$ cat src/rtl/adder_share_arbiter_pkg.sv
// Shared types and constants for the shared 25-bit adder arbiter.
package adder_arb_pkg;

  localparam int unsigned ADD_W = 25;

  typedef enum logic [1:0] {
    IDLE = 2'd0,
    ADD  = 2'd1,
    RESP = 2'd2
  } state_e;

  // Saturation bounds: largest positive and most negative 25-bit signed values
  localparam logic [ADD_W-1:0] SAT_MAX = 25'h0FFFFFF;
  localparam logic [ADD_W-1:0] SAT_MIN = 25'h1000000;

endpackage

$ cat src/rtl/adder_share_arbiter_if.sv
// Request/response bus between ALU issue ports and the shared adder arbiter.
interface adder_share_arbiter_if #(
  parameter int unsigned NUM_REQ = 4
);
  import adder_arb_pkg::*;

  localparam int unsigned WIDTH = ADD_W;
  localparam int unsigned IDW   = $clog2(NUM_REQ);

  logic [NUM_REQ-1:0]       req_valid;
  logic [NUM_REQ-1:0]       req_ready;
  logic [NUM_REQ*WIDTH-1:0] req_a;
  logic [NUM_REQ*WIDTH-1:0] req_b;
  logic [NUM_REQ-1:0]       req_sub;
  logic                     rsp_valid;
  logic                     rsp_ready;
  logic [IDW-1:0]           rsp_id;
  logic [WIDTH-1:0]         rsp_sum;
  logic                     rsp_cout;
  logic                     rsp_ovf;

  // Requesters and result consumer
  modport master (
    output req_valid, req_a, req_b, req_sub, rsp_ready,
    input  req_ready, rsp_valid, rsp_id, rsp_sum, rsp_cout, rsp_ovf
  );

  // Arbiter side
  modport slave (
    input  req_valid, req_a, req_b, req_sub, rsp_ready,
    output req_ready, rsp_valid, rsp_id, rsp_sum, rsp_cout, rsp_ovf
  );

endinterface

$ cat src/rtl/adder_share_arbiter_rca.sv
// Team 25-bit ripple-carry adder (width parameterised, default 25).
module rca_adder #(
  parameter int unsigned W = 25
) (
  input  logic [W-1:0] a,
  input  logic [W-1:0] b,
  input  logic         cin,
  output logic [W-1:0] sum,
  output logic         cout
);

  logic [W:0] carry;

  // Bit-serial carry chain
  always_comb begin
    carry    = '0;
    sum      = '0;
    carry[0] = cin;
    for (int unsigned i = 0; i < W; i++) begin
      sum[i]     = a[i] ^ b[i] ^ carry[i];
      carry[i+1] = (a[i] & b[i]) | (carry[i] & (a[i] ^ b[i]));
    end
    cout = carry[W];
  end

endmodule

$ cat src/rtl/adder_share_arbiter_rr_arbiter.sv
// Round-robin grant: first asserted request at or after ptr, wrapping mod NUM_REQ.
module rr_arbiter #(
  parameter  int unsigned NUM_REQ = 4,
  localparam int unsigned IDW     = $clog2(NUM_REQ)
) (
  input  logic [NUM_REQ-1:0] req,
  input  logic [IDW-1:0]     ptr,
  output logic [NUM_REQ-1:0] gnt,
  output logic [IDW-1:0]     idx,
  output logic               any
);

  logic [IDW:0]   pos;
  logic [IDW-1:0] cand;

  // Scan candidates in priority order starting at ptr
  always_comb begin
    gnt  = '0;
    idx  = '0;
    any  = 1'b0;
    pos  = '0;
    cand = '0;
    for (int unsigned k = 0; k < NUM_REQ; k++) begin
      pos = {1'b0, ptr} + (IDW+1)'(k);
      if (pos >= (IDW+1)'(NUM_REQ)) begin
        pos = pos - (IDW+1)'(NUM_REQ);
      end
      cand = pos[IDW-1:0];
      if (!any && req[cand]) begin
        any       = 1'b1;
        gnt[cand] = 1'b1;
        idx       = cand;
      end
    end
  end

endmodule

$ cat src/rtl/adder_share_arbiter.sv
// Shares one 25-bit ripple-carry adder among NUM_REQ requesters with
// round-robin arbitration and a registered sum/carry/overflow response.
// Optional feature macro: ADDER_ARB_SAT_EN (saturate rsp_sum on signed overflow).
module adder_share_arbiter
  import adder_arb_pkg::*;
#(
  parameter int unsigned NUM_REQ = 4
) (
  input  logic                  clk,
  input  logic                  rst_n,
  adder_share_arbiter_if.slave  bus
);

  localparam int unsigned IDW = $clog2(NUM_REQ);
  localparam int unsigned MSB = ADD_W - 1;

  state_e           state_q, state_d;
  logic [IDW-1:0]   rr_ptr_q, rr_ptr_d;
  logic [ADD_W-1:0] op_a_q, op_a_d;
  logic [ADD_W-1:0] op_b_q, op_b_d;
  logic             op_sub_q, op_sub_d;
  logic [IDW-1:0]   op_id_q, op_id_d;
  logic             rsp_valid_q, rsp_valid_d;
  logic [IDW-1:0]   rsp_id_q, rsp_id_d;
  logic [ADD_W-1:0] rsp_sum_q, rsp_sum_d;
  logic             rsp_cout_q, rsp_cout_d;
  logic             rsp_ovf_q, rsp_ovf_d;

  logic [ADD_W-1:0] a_arr [NUM_REQ];
  logic [ADD_W-1:0] b_arr [NUM_REQ];

  logic [NUM_REQ-1:0] arb_gnt;
  logic [IDW-1:0]     arb_idx;
  logic               arb_any;
  logic               gnt_en_c;

  logic [ADD_W-1:0] b_eff;
  logic [ADD_W-1:0] add_sum;
  logic             add_cout;
  logic             add_ovf;
  logic [ADD_W-1:0] res_sum;

  // Unpack the flat operand buses per requester
  always_comb begin
    for (int unsigned i = 0; i < NUM_REQ; i++) begin
      a_arr[i] = bus.req_a[i*ADD_W +: ADD_W];
      b_arr[i] = bus.req_b[i*ADD_W +: ADD_W];
    end
  end

  rr_arbiter #(.NUM_REQ(NUM_REQ)) u_arb (
    .req (bus.req_valid),
    .ptr (rr_ptr_q),
    .gnt (arb_gnt),
    .idx (arb_idx),
    .any (arb_any)
  );

  // Grants are offered only when the datapath can take a new op this cycle
  assign gnt_en_c      = (state_q == IDLE) || ((state_q == RESP) && bus.rsp_ready);
  assign bus.req_ready = gnt_en_c ? arb_gnt : '0;

  // Subtraction reuses the single adder via B inversion and carry-in
  assign b_eff = op_sub_q ? ~op_b_q : op_b_q;

  rca_adder #(.W(ADD_W)) u_add (
    .a    (op_a_q),
    .b    (b_eff),
    .cin  (op_sub_q),
    .sum  (add_sum),
    .cout (add_cout)
  );

  assign add_ovf = (op_a_q[MSB] == b_eff[MSB]) && (add_sum[MSB] != op_a_q[MSB]);

  // Result selection: raw wrapped sum or saturated sum on overflow
  always_comb begin
`ifdef ADDER_ARB_SAT_EN
    res_sum = add_ovf ? (op_a_q[MSB] ? SAT_MIN : SAT_MAX) : add_sum;
`else
    res_sum = add_sum;
`endif
  end

  // Next-state and datapath register updates
  always_comb begin
    state_d     = state_q;
    rr_ptr_d    = rr_ptr_q;
    op_a_d      = op_a_q;
    op_b_d      = op_b_q;
    op_sub_d    = op_sub_q;
    op_id_d     = op_id_q;
    rsp_valid_d = rsp_valid_q;
    rsp_id_d    = rsp_id_q;
    rsp_sum_d   = rsp_sum_q;
    rsp_cout_d  = rsp_cout_q;
    rsp_ovf_d   = rsp_ovf_q;

    if (gnt_en_c && arb_any) begin
      op_a_d   = a_arr[arb_idx];
      op_b_d   = b_arr[arb_idx];
      op_sub_d = bus.req_sub[arb_idx];
      op_id_d  = arb_idx;
      rr_ptr_d = (arb_idx == IDW'(NUM_REQ - 1)) ? '0 : arb_idx + IDW'(1);
    end

    case (state_q)
      IDLE: begin
        if (arb_any) state_d = ADD;
      end
      ADD: begin
        rsp_valid_d = 1'b1;
        rsp_id_d    = op_id_q;
        rsp_sum_d   = res_sum;
        rsp_cout_d  = add_cout;
        rsp_ovf_d   = add_ovf;
        state_d     = RESP;
      end
      RESP: begin
        if (bus.rsp_ready) begin
          rsp_valid_d = 1'b0;
          state_d     = arb_any ? ADD : IDLE;
        end
      end
      default: state_d = IDLE;
    endcase
  end

  // State and datapath registers
  always_ff @(posedge clk or negedge rst_n) begin
    if (!rst_n) begin
      state_q     <= IDLE;
      rr_ptr_q    <= '0;
      op_a_q      <= '0;
      op_b_q      <= '0;
      op_sub_q    <= 1'b0;
      op_id_q     <= '0;
      rsp_valid_q <= 1'b0;
      rsp_id_q    <= '0;
      rsp_sum_q   <= '0;
      rsp_cout_q  <= 1'b0;
      rsp_ovf_q   <= 1'b0;
    end else begin
      state_q     <= state_d;
      rr_ptr_q    <= rr_ptr_d;
      op_a_q      <= op_a_d;
      op_b_q      <= op_b_d;
      op_sub_q    <= op_sub_d;
      op_id_q     <= op_id_d;
      rsp_valid_q <= rsp_valid_d;
      rsp_id_q    <= rsp_id_d;
      rsp_sum_q   <= rsp_sum_d;
      rsp_cout_q  <= rsp_cout_d;
      rsp_ovf_q   <= rsp_ovf_d;
    end
  end

  assign bus.rsp_valid = rsp_valid_q;
  assign bus.rsp_id    = rsp_id_q;
  assign bus.rsp_sum   = rsp_sum_q;
  assign bus.rsp_cout  = rsp_cout_q;
  assign bus.rsp_ovf   = rsp_ovf_q;

endmodule

$ cat src/flat_wrapper.sv
// flat-port wrapper written by rule: the top's interface ports become plain ports
module adder_share_arbiter_flat import adder_arb_pkg::*;
#(
  parameter int unsigned NUM_REQ = 4
)
  (clk, rst_n, bus_req_valid, bus_req_a, bus_req_b, bus_req_sub, bus_rsp_ready, bus_req_ready, bus_rsp_valid, bus_rsp_id, bus_rsp_sum, bus_rsp_cout, bus_rsp_ovf);
  adder_share_arbiter_if #(.NUM_REQ(NUM_REQ)) bus_i ();
  input  logic clk;
  input  logic rst_n;
  input wire logic [$bits(bus_i.req_valid)-1:0] bus_req_valid;
  input wire logic [$bits(bus_i.req_a)-1:0] bus_req_a;
  input wire logic [$bits(bus_i.req_b)-1:0] bus_req_b;
  input wire logic [$bits(bus_i.req_sub)-1:0] bus_req_sub;
  input wire logic [$bits(bus_i.rsp_ready)-1:0] bus_rsp_ready;
  output wire logic [$bits(bus_i.req_ready)-1:0] bus_req_ready;
  output wire logic [$bits(bus_i.rsp_valid)-1:0] bus_rsp_valid;
  output wire logic [$bits(bus_i.rsp_id)-1:0] bus_rsp_id;
  output wire logic [$bits(bus_i.rsp_sum)-1:0] bus_rsp_sum;
  output wire logic [$bits(bus_i.rsp_cout)-1:0] bus_rsp_cout;
  output wire logic [$bits(bus_i.rsp_ovf)-1:0] bus_rsp_ovf;
  assign bus_i.req_valid = bus_req_valid;
  assign bus_i.req_a = bus_req_a;
  assign bus_i.req_b = bus_req_b;
  assign bus_i.req_sub = bus_req_sub;
  assign bus_i.rsp_ready = bus_rsp_ready;
  assign bus_req_ready = bus_i.req_ready;
  assign bus_rsp_valid = bus_i.rsp_valid;
  assign bus_rsp_id = bus_i.rsp_id;
  assign bus_rsp_sum = bus_i.rsp_sum;
  assign bus_rsp_cout = bus_i.rsp_cout;
  assign bus_rsp_ovf = bus_i.rsp_ovf;
  adder_share_arbiter #(.NUM_REQ(NUM_REQ)) u_core (.clk(clk), .rst_n(rst_n), .bus(bus_i));
endmodule
$ cat config.mk
export PLATFORM = sky130hd
export DESIGN_NAME = adder_share_arbiter_flat
export DESIGN_NICKNAME = d
export VERILOG_FILES = /design/src/rtl/adder_share_arbiter_pkg.sv /design/src/rtl/adder_share_arbiter_if.sv /design/src/rtl/adder_share_arbiter_rca.sv /design/src/rtl/adder_share_arbiter_rr_arbiter.sv /design/src/rtl/adder_share_arbiter.sv /design/src/flat_wrapper.sv
export SDC_FILE = /design/constraint.sdc
export NUM_CORES = 1
export LEC_CHECK = 0
export ABC_AREA = 0
export BUFFER_PORTS_ARGS = -buffer_cell sky130_fd_sc_hd__buf_4
export CORE_UTILIZATION = 45
export CTS_CLUSTER_SIZE = 40
export DETAILED_ROUTE_END_ITERATION = 8
export PLACE_DENSITY = 0.84
export SLEW_MARGIN = 20
export SYNTH_ARGS = -nofsm -noshare
export SYNTH_HDL_FRONTEND = slang
export SYNTH_SLANG_ARGS = --single-unit
$ cat constraint.sdc
create_clock -name clk -period 32.4 [get_ports clk]
set_input_delay 6.48 -clock clk [delete_from_list [all_inputs] [get_ports clk]]
set_output_delay 6.48 -clock clk [all_outputs]
set_load 0.005 [all_outputs]
-- Word level (Yosys, flattened, before mapping)
Index checks and enable logic that the tools add are counted.
- output and inout bits: 34
- bits of input ports: 211
- flip-flop bits (word level): 87
- eq/ne operators: 7
- reductions and logical operators: 18
- $add $sub $neg: 8
- bitwise logic cells: 130
- muxes and demuxes: 49
- magnitude comparators: 14
- operators by type and width (operator ; number):
    $mux 25 ; 5
    $bmux 25 s2 ; 2
    $and 1x1->1 ; 50
    $xor 1x1->1 ; 50
    $not 25->25 ; 1
    $or 1x1->1 ; 25
    $mux 2 ; 11
    $mux 4 ; 5
    $lt 2x3->1 const B ; 5
    $mux 1 ; 15
    $ge 3x3->1 const B ; 4
    $or 4x4->4 ; 3
    $bmux 1 s2 ; 5
    $logic_and 1x1->1 ; 10
    $demux 1 s2 ; 4
    $ge 2x1->1 const B ; 4
    $sub 2x1->2 const B ; 4
    $add 2x2->3 const B ; 2
    $pmux 2 s3 ; 1
    $eq 2x2->1 const B ; 2
    $reduce_and 2->1 ; 2
    $add 2x1->3 const B ; 1
    $ge 2x3->1 const B ; 1
    $logic_not 1->1 ; 3
    11 further kinds ; 11

-- Logic depth before layout (Yosys ltp)
- word-level depth: 54
- mapped depth: 32
- depth with buffers taken out: 30

-- Modules after synthesis
A second synthesis with hierarchy kept.
- cell total of the unflattened synthesis: 370
- area, all modules: 5750.5 µm²
- by module, submodules not included (module ; cells each ; area each (µm²) ; instances ; sequential area each (µm²)):
    adder_share_arbiter ; 290 ; 4790.8 ; 1 ; 2177.1
    rca_adder ; 35 ; 538.0 ; 1 ; 0.0
    rr_arbiter ; 45 ; 421.7 ; 1 ; 0.0

-- Least setup slack after synthesis
Ideal clock, no wire load.
- path kind: input -> output
- start point: input port bus_req_valid[1]
- end point: output port bus_req_ready[0]
- cell stages on the path: 6
- arrival time: 7.897 ns
- data required time: 25.920 ns
- setup slack: 18.023 ns
- cells stage by stage: clkbuf_1 -> mux4_2 -> nor2b_1 -> nor3b_1 -> nand2_1 -> a21oi_1
- word-level cells in the longest chain between the ends: 13
- elaborated cells between the ends (all ways): 25
- classes of those cells: 16 x mux; 3 x bitwise; 6 x reduce/logical
- RTL lines (element ; RTL line ; source):
    from (decl) ; flat_wrapper.sv:10 ; input wire logic [$bits(bus_i.req_valid)-1:0] bus_req_valid;
    $bmux 1 s2 ; adder_share_arbiter_rr_arbiter.sv:29 ; if (!any && req[cand]) begin
    $mux 1 (not written as such) ; adder_share_arbiter_rr_arbiter.sv:29 ;
    $mux 1 ; adder_share_arbiter_rr_arbiter.sv:29 ;
    $logic_not 1->1 ; adder_share_arbiter_rr_arbiter.sv:29 ;
    $logic_and 1x1->1 ; adder_share_arbiter_rr_arbiter.sv:29 ;
    $mux 1 ; adder_share_arbiter_rr_arbiter.sv:29 ;
    $logic_not 1->1 ; adder_share_arbiter_rr_arbiter.sv:29 ;
    $logic_and 1x1->1 ; adder_share_arbiter_rr_arbiter.sv:29 ;
    $mux 1 ; adder_share_arbiter_rr_arbiter.sv:29 ;
    $logic_not 1->1 ; adder_share_arbiter_rr_arbiter.sv:29 ;
    $logic_and 1x1->1 ; adder_share_arbiter_rr_arbiter.sv:29 ;
    $mux 4 * ; adder_share_arbiter_rr_arbiter.sv:29 ;
    $mux 4 * ; adder_share_arbiter.sv:61 ; assign bus.req_ready = gnt_en_c ? arb_gnt : '0;
    to (decl) ; flat_wrapper.sv:15 ; output wire logic [$bits(bus_i.req_ready)-1:0] bus_req_ready;
Every way passes the cells marked *; elsewhere a longest branch is shown, timed or not. The select of a mux whose other input is x is not followed.

-- Worst setup path in the final report
- start point: input port bus_req_valid[1]
- end point: output port bus_req_ready[1]
The elaborated chain is that of the path after synthesis.

==> out/summary.txt <==
status: completed
number of remaining DRC errors: 0
Num CTS Buffers: 9
ys async rst share: 1.00
Clock Path Buffers: 2
CTS tree: done
multi-input combinational cell area: 0.00429 mm²
gr ovfl total: 0
Syn Nets: 981
critical path's most frequent cell: buf_4
final-report hold violation count: 0
die height: 126 µm
Clk pwr share: 0.100
delay of the slowest cell on the worst path: 0.54 ns
setup_tns: 0 ns
max-cap viol count: 0
Post-synth EDFFs: 0
busiest layer in global routing: met2
P_sw: 0.551 mW
normalized max-slew margin: 0.354
mean post-synth cell area: 9.39 µm²
Syn Std Cell Area: 0.00693 mm²
vias per cell: 6.27
Post-Syn Instances: 738
core footprint: 0.0151 mm²
max-slew violations: 0
GRT Resource Usage Total: 0.278
CP Buf/Inv Count: 2
# H-tree levels: 3
Iteration-0 DRC Markers: 520
Sequential Power Share: 0.195
CP Data Arrival Time: 8.15 ns
Post-CTS Resized: 0
largest net degree at the start of global routing: 86
FP Rows: 45
Sw Ratio: 0.488
GPL Wtd Cong: 0.830
first-pass GRT wire length: 34.7 mm
hold slack final: 0.483 ns
port bufs: 244
CTS clk-pin slew, worst paths: 0.07 ns
final worst-path cycle share: 0.451
Crit Path Category: in2out
final instance area: 0.00903 mm²
FILL cells: 1341
post-route ant nets: 0
Ys Warns: 0
Hold Path Class: reg2reg
vias in the first global route: 6805
via count: 6996
met3 Resource Use GR: 0.0433
skew final: 0.0107 ns
DIE WIDTH: 126 µm
Max rail drop VDD: 0.0000682 V
die area: 0.0159 mm²
commonest non-fill, non-tap cells in the layout: buf_4, o22ai_1, dfrtp_1
CTS Root Buffer Type: clkbuf_16
final net count: 1165
Post-Layout Cell Count: 1115
Post-synth top flop: dfrtp_1
Sequential cell area: 0.00218 mm²
layout cells sized above 1: 0.355
RSZ-0062 raised after global routing: false
worst slew pin tran: 0.969 ns
Inserted Diodes: 0
slowest CP cell: mux4_2
met2 Track Usage GR: 0.457
drt total wl: 22.1 mm
dpl hpwl: 15.5 mm
initial core utilization: 0.458
Area Overhead vs Synth: 30.3%
combinational power share: 0.705
Ports: 245
worst skew pair latency: 0.34 ns
final core occ: 0.597
placed cells: 1099
Final min period: 14.63 ns
Worst Setup End Kind: output pin
Post-DP Area: 0.00870 mm²
worst endpoint required time: 25.92 ns
LEAKAGE: 3.86 nW
drt pass-1 iters: 5
clk sinks: 87
cts hold-fix bufs: 0
Post-CTS Setup Bufs: 0
CP Cell Sequence: buf_4, mux4_2, nor2b_1, nor3b_1, nand2_1, a21oi_1, buf_4
Final setup viols: 0
Crit Path Max Fanout: 10
power per cell area: 125 mW/mm²
f_max: 68.4 MHz
sequential share of the synthesized area: 0.314
met1 usage: 0.371
crit start category: input port
Int Power: 0.578 mW
post-synth cell types: 45
per-cell routed wire length: 19.8 µm
most common cell after layout, fill and taps aside: buf_4
kind of cell adding the most delay to the critical path: simple AND/OR/NAND/NOR gates
#FFs+latches synth: 87
initial antenna violation count: 0
==> sequential cells by signal (all words and copies together), names as in the netlist, named ones only <==
name and count:
u_core.state_q 2, u_core.bus.rsp_cout 1, u_core.op_sub_q 1, u_core.op_b_q 25
u_core.bus.rsp_ovf 1, u_core.rr_ptr_q 1, u_core.bus.rsp_valid 1, u_core.op_id_q 2
u_core.bus.rsp_id 2, u_core.op_a_q 25, u_core.bus.rsp_sum 25
==> area by class of cell <==
type | count | share of cell area
Multi-Input combinational cell | 541 | 0.475
Sequential cell | 87 | 0.241
Timing Repair Buffer | 252 | 0.209
Clock buffer | 11 | 0.0269
Tap cell | 188 | 0.0260
Inverter | 31 | 0.0129
Clock inverter | 5 | 0.00900
==> logic make-up after synthesis <==
family / Yosys count / share of synthesized area
compound gates: 375 / 0.402
buf+inv: 110 / 0.0736
simple gates: 90 / 0.0594
flops: 87 / 0.314
fa+ha+maj: 32 / 0.0837
xor+xnor: 28 / 0.0354
mux: 16 / 0.0316
==> metal layers <==
metal | vias to the layer above | part of all wire
met2 | 290 | 0.48
li1 | 3296 | -
met3 | 37 | 0.053
met5 | - | 0
met1 | 3373 | 0.45
met4 | 0 | 0.020
==> worst paths after layout <==
path,from,to,slack [ns],cells past startpoint
min in group asynchronous,rst_n,u_core.op_b_q[8],6.11,1
setup / recovery,bus_req_valid[1],bus_req_ready[1],17.77,7
hold reg to reg,u_core.bus.rsp_sum[0],u_core.bus.rsp_sum[0],0.48,2
max in group asynchronous,rst_n,async pin,25.26,2
hold / removal,u_core.bus.rsp_sum[0],u_core.bus.rsp_sum[0],0.48,2
setup reg to reg,u_core.op_sub_q,u_core.bus.rsp_ovf,20.93,30
==> worst register-to-register path: cells and delay by family, from the launching register on <==
| family | cells | cell delay, ns |
|---|---|---|
| fa+ha+maj | 24 | 10.05 |
| flops | 1 | 0.50 |
| xor+xnor | 2 | 0.36 |
| buf+inv | 3 | 0.23 |
| compound gates | 1 | 0.22 |
==> power groups by stage <==
stage | sequential [mW] | clock, mW | combinational (mW)
after floorplan | 0.202 | 0 | 0.613
after global placement | 0.218 | 0 | 0.776
after detailed placement | 0.220 | 0 | 0.794
after CTS | 0.219 | 0.115 | 0.796
after global routing | 0.226 | 0.120 | 0.880
final | 0.220 | 0.113 | 0.797
==> through the flow <==
| step | power, mW | setup slack (ns) |
|---|---|---|
| after floorplan | 0.815 | 18.02 |
| after global placement | 0.995 | 17.87 |
| after detailed placement | 1.01 | 17.83 |
| after CTS | 1.13 | 17.80 |
| after global routing | 1.23 | 17.70 |
| final | 1.13 | 17.77 |
==> synthesized netlist by cell type (all sizes together) (2+ instances only) <==
cell type | n | area share
o22ai | 170 | 0.19
a221o | 47 | 0.068
o21ai | 31 | 0.024
mux2i | 5 | 0.0072
nor2b | 2 | 0.0029
dfrtp | 87 | 0.31
xnor2 | 26 | 0.033
a21oi | 51 | 0.037
clkbuf | 40 | 0.022
mux4 | 4 | 0.013
nor2 | 20 | 0.011
nand3 | 2 | 0.0014
a31oi | 2 | 0.0018
xor2 | 2 | 0.0025
a211oi | 60 | 0.065
nor4 | 2 | 0.0018
and3 | 8 | 0.0072
nand2b | 4 | 0.0036
fa | 24 | 0.069
nand3b | 2 | 0.0022
nand2 | 45 | 0.024
inv | 30 | 0.016
ha | 8 | 0.014
mux2 | 7 | 0.011
buf | 39 | 0.035
o221ai | 8 | 0.010
(Power assumes the default switching activity.)
